## config.mk

```make
export PLATFORM = sky130hd
export DESIGN_NAME = multi_channel_scoreboard
export DESIGN_NICKNAME = d
export VERILOG_FILES = /design/src/rtl/multi_channel_scoreboard.sv
export SDC_FILE = /design/constraint.sdc
export NUM_CORES = 1
export LEC_CHECK = 0
export CAP_MARGIN = 20
export CORE_MARGIN = 2
export CORE_UTILIZATION = 35
export DETAILED_ROUTE_END_ITERATION = 7
export PLACE_DENSITY = 0.65
export SLEW_MARGIN = 20
export SYNTH_ARGS = -nofsm -noshare
export SYNTH_HDL_FRONTEND = slang
export SYNTH_SLANG_ARGS = --single-unit
```

## constraint.sdc

```tcl
create_clock -name clk -period 3.7 [get_ports clk]
set_input_delay 0.74 -clock clk [delete_from_list [all_inputs] [get_ports clk]]
set_output_delay 0.74 -clock clk [all_outputs]
set_load 0.02 [all_outputs]
```

## src/rtl/multi_channel_scoreboard.sv

```systemverilog
`default_nettype none
// ============================================================================
// Module   : multi_channel_scoreboard
// Brief    : Passive per-channel magic-packet checker for NUM_CH FIFOs.
//            Optional re-arm from PASS when SB_REARM_EN is defined.
// Revision : 1.0 - initial release
// ============================================================================
module multi_channel_scoreboard #(
    parameter int NUM_CH = 4,
    parameter int DEPTH  = 8,
    parameter int WIDTH  = 8,
    parameter int CNTWID = $clog2(DEPTH) + 1
) (
    input  logic                    clk,
    input  logic                    rst,
    input  logic [NUM_CH-1:0]       push,
    input  logic [NUM_CH-1:0]       pop,
    input  logic [NUM_CH-1:0]       start,
    input  logic [NUM_CH*WIDTH-1:0] flat_data_in,
    input  logic [NUM_CH*WIDTH-1:0] flat_data_out,
    output logic [NUM_CH-1:0]       tracking,
    output logic [NUM_CH-1:0]       chk_vld,
    output logic [NUM_CH-1:0]       chk_pass,
    output logic [NUM_CH-1:0]       proto_err,
    output logic                    prop_signal
);

    typedef enum logic [2:0] {
        S_IDLE  = 3'd0,
        S_ARMED = 3'd1,
        S_TRACK = 3'd2,
        S_PASS  = 3'd3,
        S_FAIL  = 3'd4
    } state_t;

    localparam logic [CNTWID-1:0] c_DEPTH = CNTWID'(DEPTH);
    localparam logic [CNTWID-1:0] c_ONE   = CNTWID'(1);

    logic [NUM_CH-1:0] w_fail;

    genvar gi;
    generate
        for (gi = 0; gi < NUM_CH; gi++) begin : g_ch
            state_t            r_state;
            logic [CNTWID-1:0] r_occ;
            logic [CNTWID-1:0] r_trk;
            logic [WIDTH-1:0]  r_magic;
            logic              r_vld;
            logic              r_pass;
            logic              r_err;

            logic [WIDTH-1:0]  w_din;
            logic [WIDTH-1:0]  w_dout;
            logic              w_full;
            logic              w_empty;
            logic              w_push_ok;
            logic              w_pop_ok;
            logic              w_proto;
            logic              w_start_ok;
            logic              w_capture;
            logic              w_arm;

            assign w_din   = flat_data_in[gi*WIDTH +: WIDTH];
            assign w_dout  = flat_data_out[gi*WIDTH +: WIDTH];
            assign w_full  = (r_occ == c_DEPTH);
            assign w_empty = (r_occ == '0);

            // A push on a full FIFO is legal when a pop frees the slot in the same cycle.
            assign w_push_ok = push[gi] && (!w_full || pop[gi]);
            assign w_pop_ok  = pop[gi] && !w_empty;
            assign w_proto   = (push[gi] && w_full && !pop[gi]) || (pop[gi] && w_empty);

`ifdef SB_REARM_EN
            assign w_start_ok = start[gi] && ((r_state == S_IDLE) || (r_state == S_PASS));
`else
            assign w_start_ok = start[gi] && (r_state == S_IDLE);
`endif
            assign w_capture = w_push_ok && (w_start_ok || (r_state == S_ARMED));
            assign w_arm     = w_start_ok && !w_push_ok;

            always_ff @(posedge clk or posedge rst) begin
                if (rst) begin
                    r_state <= S_IDLE;
                    r_occ   <= '0;
                    r_trk   <= '0;
                    r_magic <= '0;
                    r_vld   <= 1'b0;
                    r_pass  <= 1'b0;
                    r_err   <= 1'b0;
                end else begin
                    r_vld  <= 1'b0;
                    r_pass <= 1'b0;
                    if (w_proto) begin
                        r_err <= 1'b1;
                    end
                    case ({w_push_ok, w_pop_ok})
                        2'b10:   r_occ <= r_occ + c_ONE;
                        2'b01:   r_occ <= r_occ - c_ONE;
                        default: r_occ <= r_occ;
                    endcase
                    if (w_capture) begin
                        r_magic <= w_din;
                        r_trk   <= r_occ + c_ONE - {{(CNTWID-1){1'b0}}, w_pop_ok};
                        r_state <= S_TRACK;
                    end else if (w_arm) begin
                        r_state <= S_ARMED;
                    end else if ((r_state == S_TRACK) && w_pop_ok) begin
                        if (r_trk == c_ONE) begin
                            r_vld   <= 1'b1;
                            r_pass  <= (w_dout == r_magic);
                            r_state <= (w_dout == r_magic) ? S_PASS : S_FAIL;
                        end else begin
                            r_trk <= r_trk - c_ONE;
                        end
                    end
                end
            end

            assign tracking[gi]  = (r_state == S_ARMED) || (r_state == S_TRACK);
            assign chk_vld[gi]   = r_vld;
            assign chk_pass[gi]  = r_pass;
            assign proto_err[gi] = r_err;
            assign w_fail[gi]    = (r_state == S_FAIL);
        end
    endgenerate

    assign prop_signal = ~|w_fail;

endmodule
`default_nettype wire

```

==> flow_metrics.py <==
metrics = {
    "outcome": {
        "status": "finished, final reports clean",
    },
    "logic_synthesis": {
        "yosysTopAreaCell": "dfrtp_1",
        "synth_nets": 622,
        "synth_area_leaders": "dfrtp_1, ha_1, xnor2_1, mux2_2, xor2_1",
        "async_flop_share_pct": 100,
        "post_synth.cell_area_avg_sq_um": 10.3,
        "ys_warn_count": 0,
        "synth_edf_count": 0,
        "synthFlopType": "dfrtp_1",
        "synth_common_cells": "dfrtp_1, nor2_1, inv_1, xnor2_1, xor2_1",
        "synth_top_area_share_pct": 41.5,
        "syn_area_sq_um": 5300,
        "yosysMostFrequentCell": "dfrtp_1",
        "synth_cells": 516,
        "yosys.cell_types.count": 53,
        "ys_ff_latch": 88,
        "ys_seq_area_share_pct": 41.5,
    },
    "die": {
        "core_sq_um": 14600,
        "initial_utilization_pct": 36.2,
        "die_h_um": 127,
        "die_w_um": 127,
        "io_pins": 95,
        "rows": 44,
        "dieArea_sq_um": 16200,
    },
    "worst_setup_path": {
        "slowest_delay_ns": 0.66,
        "slowest_stage": "clkdlybuf4s50_1",
        "cp-start-kind": "register",
        "arrival_ns": 1.96,
        "crit_family": "buffers and inverters",
        "crit_fanout": 6,
        "cp.required_ns": 2.96,
        "crit_chain": "nor2_1 > a22o_1 > a211oi_1 > clkdlybuf4s50_1",
        "worstSetupPathType": "reg2out",
        "cp_num_buf_inv": 1,
        "worstSetupEndpointType": "primary output",
    },
    "sta": {
        "finalHoldViolCount": 0,
        "finalSetupTns_ns": 0,
        "fin_skew_ns": 0.00679,
        "max_freq_mhz": 370,
        "finalMaxSlewViolations": 0,
        "setup_violations": 0,
        "tightestPinTransition_ns": 0.825,
        "post-route-min-period_ns": 2.70,
        "rsz0062_at_grt": "no",
        "period_share_pct": 73.0,
        "holdWs_ns": 0.469,
        "slew_headroom_pct": 44.9,
        "finalWorstSetupSlack_ns": 1.00,
    },
    "placed_design": {
        "portBuffers": 94,
        "dp_slack_ns": 0.823,
        "routabilityCongestion": 0.843,
        "hpwl_um": 8160,
        "dp.cells": 770,
    },
    "global_routing": {
        "grt_pass1_vias": 3857,
        "grt_pass1_wl_um": 18100,
        "grt_max_degree": 46,
        "globalRoute.totalOverflow": 0,
        "grt_usage_pct": 13.9,
        "grt_antenna_before_repair": 0,
    },
    "routing": {
        "routed_wl_um": 10800,
        "avgRoutedWirePerCell_um": 13.7,
        "vias": 3829,
        "vias_per_cell": 4.87,
        "drtAntennaViolNets": 0,
        "drtIter0Drc": 119,
        "dr.pass1.iters": 4,
        "post-route-drc-count": 0,
    },
    "cts": {
        "root_buffer": "clkbuf_16",
        "cts_tree": "yes",
        "cts_buffer_depth": 2,
        "cts_buffers": 9,
        "cts_resized": 0,
        "cts_sinks": 88,
        "post_cts_buffers": 0,
        "postCtsHoldBufs": 0,
        "clkSlewWorstSetupHoldPaths_ns": 0.06,
        "clkLatencyLatePin_ns": 0.35,
        "h-tree-depth": 3,
    },
    "power_and_ir_drop": {
        "vdd_drop_max_mv": 0.255,
        "switching_share_pct": 36.9,
        "switching_power_uw": 1850,
        "sequentialPowerShare_pct": 37.6,
        "p_clk_share_pct": 19.8,
        "p_leak_uw": 0.00285,
        "combPwrFrac_pct": 42.6,
        "cell_internal_pwr_uw": 3160,
        "pwr_density_cell_nw_per_um2": 757,
    },
    "layout": {
        "n_antenna_cell": 0,
        "layout.nets": 703,
        "fin_cells": 786,
        "utilization_pct": 45.1,
        "layout-drive-gt1-share_pct": 11.5,
        "syn_to_final_growth_pct": 24.6,
    },
    "job": {
        "drv_cap": 0,
    },
    "hold_path": {
        "hold_class": "reg2reg",
    },
}
==> sequential cells by signal, indices dropped and copies added, names as in the netlist <==
signal and count:
g_ch.r_pass 4, g_ch.r_magic 32, g_ch.r_occ 16, g_ch.r_trk 16, g_ch.r_state 12, g_ch.r_err 4, g_ch.r_vld 4
==> placed cells by master, fill, tap and decap left out, drive strengths merged, types with 9 or more instances in the layout <==
cell            n
a21oi          18
clkdlybuf4s50  94
nand2b         13
ha             28
xor2           33
inv            40
dfrtp          88
o21ai          20
mux2           32
nor2           43
mux2i          11
nor3            9
nand2          31
xnor2          40
nor3b          11
clkbuf         10
==> power groups by stage <==
| stage | clock (uW) | sequential, uW | combinational [uW] |
|---|---|---|---|
| 3_3_place_gp | 0 | 1880 | 2080 |
| 2_1_floorplan | 0 | 1720 | 1800 |
| 3_5_place_dp | 0 | 1900 | 2150 |
| 5_1_grt | 1050 | 1970 | 2400 |
| 4_1_cts | 1030 | 1890 | 2170 |
| 6_report | 990 | 1880 | 2130 |
==> area by class of cell <==
cell class	instances	area (sq um)
Timing Repair Buffer	95	961
Fill cell	1368	8030
Clock inverter	6	91.3
Sequential cell	88	2200
Tap cell	184	230
Clock buffer	10	229
Multi-Input combinational cell	363	2750
Inverter	40	151
==> layer usage <==
metal | vias to the layer above | track usage, % | part of all wire [%]
li1 | 1912 | - | -
met1 | 1842 | 17.2 | 46
met2 | 64 | 23.8 | 49
met3 | 11 | 2.81 | 3.6
met4 | 0 | 6.01 | 1.8
met5 | - | 0 | 0
==> cells by family after synthesis <==
kind of cell | Yosys count | share of synthesized area, %
AO/OA/AOI/OAI | 65 | 7.95
XOR/XNOR | 73 | 12.1
adder cells (fa/ha/maj) | 28 | 6.61
buffers and inverters | 65 | 6.72
flip-flops | 88 | 41.5
multiplexers | 43 | 9.29
AND/OR/NAND/NOR | 154 | 15.9
==> through the flow <==
step                total power [uW]  instance area (sq um)
floorplan                       3510                   5300
global placement                3960                   6290
detailed placement              4050                   6290
CTS                             5080                   6610
global route                    5420                   6610
finish                          5000                   6610
==> final timing paths <==
check,startpoint,end,slack [ns],cells past startpoint
min in group asynchronous,rst,g_ch[3].r_magic[0]$_DFFE_PP0N_,0.85,2
setup / recovery,g_ch[3].r_state[0]$_DFFE_PP0P_,prop_signal,1.0,4
hold reg to reg,g_ch[0].r_err$_DFFE_PP0P_,g_ch[0].r_err$_DFFE_PP0P_,0.47,1
hold / removal,g_ch[0].r_err$_DFFE_PP0P_,g_ch[0].r_err$_DFFE_PP0P_,0.47,1
max in group asynchronous,rst,g_ch[0].r_occ[1]$_DFFE_PP0P_,2.13,3
setup reg to reg,g_ch[0].r_occ[0]$_DFFE_PP0P_,g_ch[0].r_occ[3]$_DFFE_PP0P_,1.21,8
Note: power is estimated with default switching activity, not from simulation.
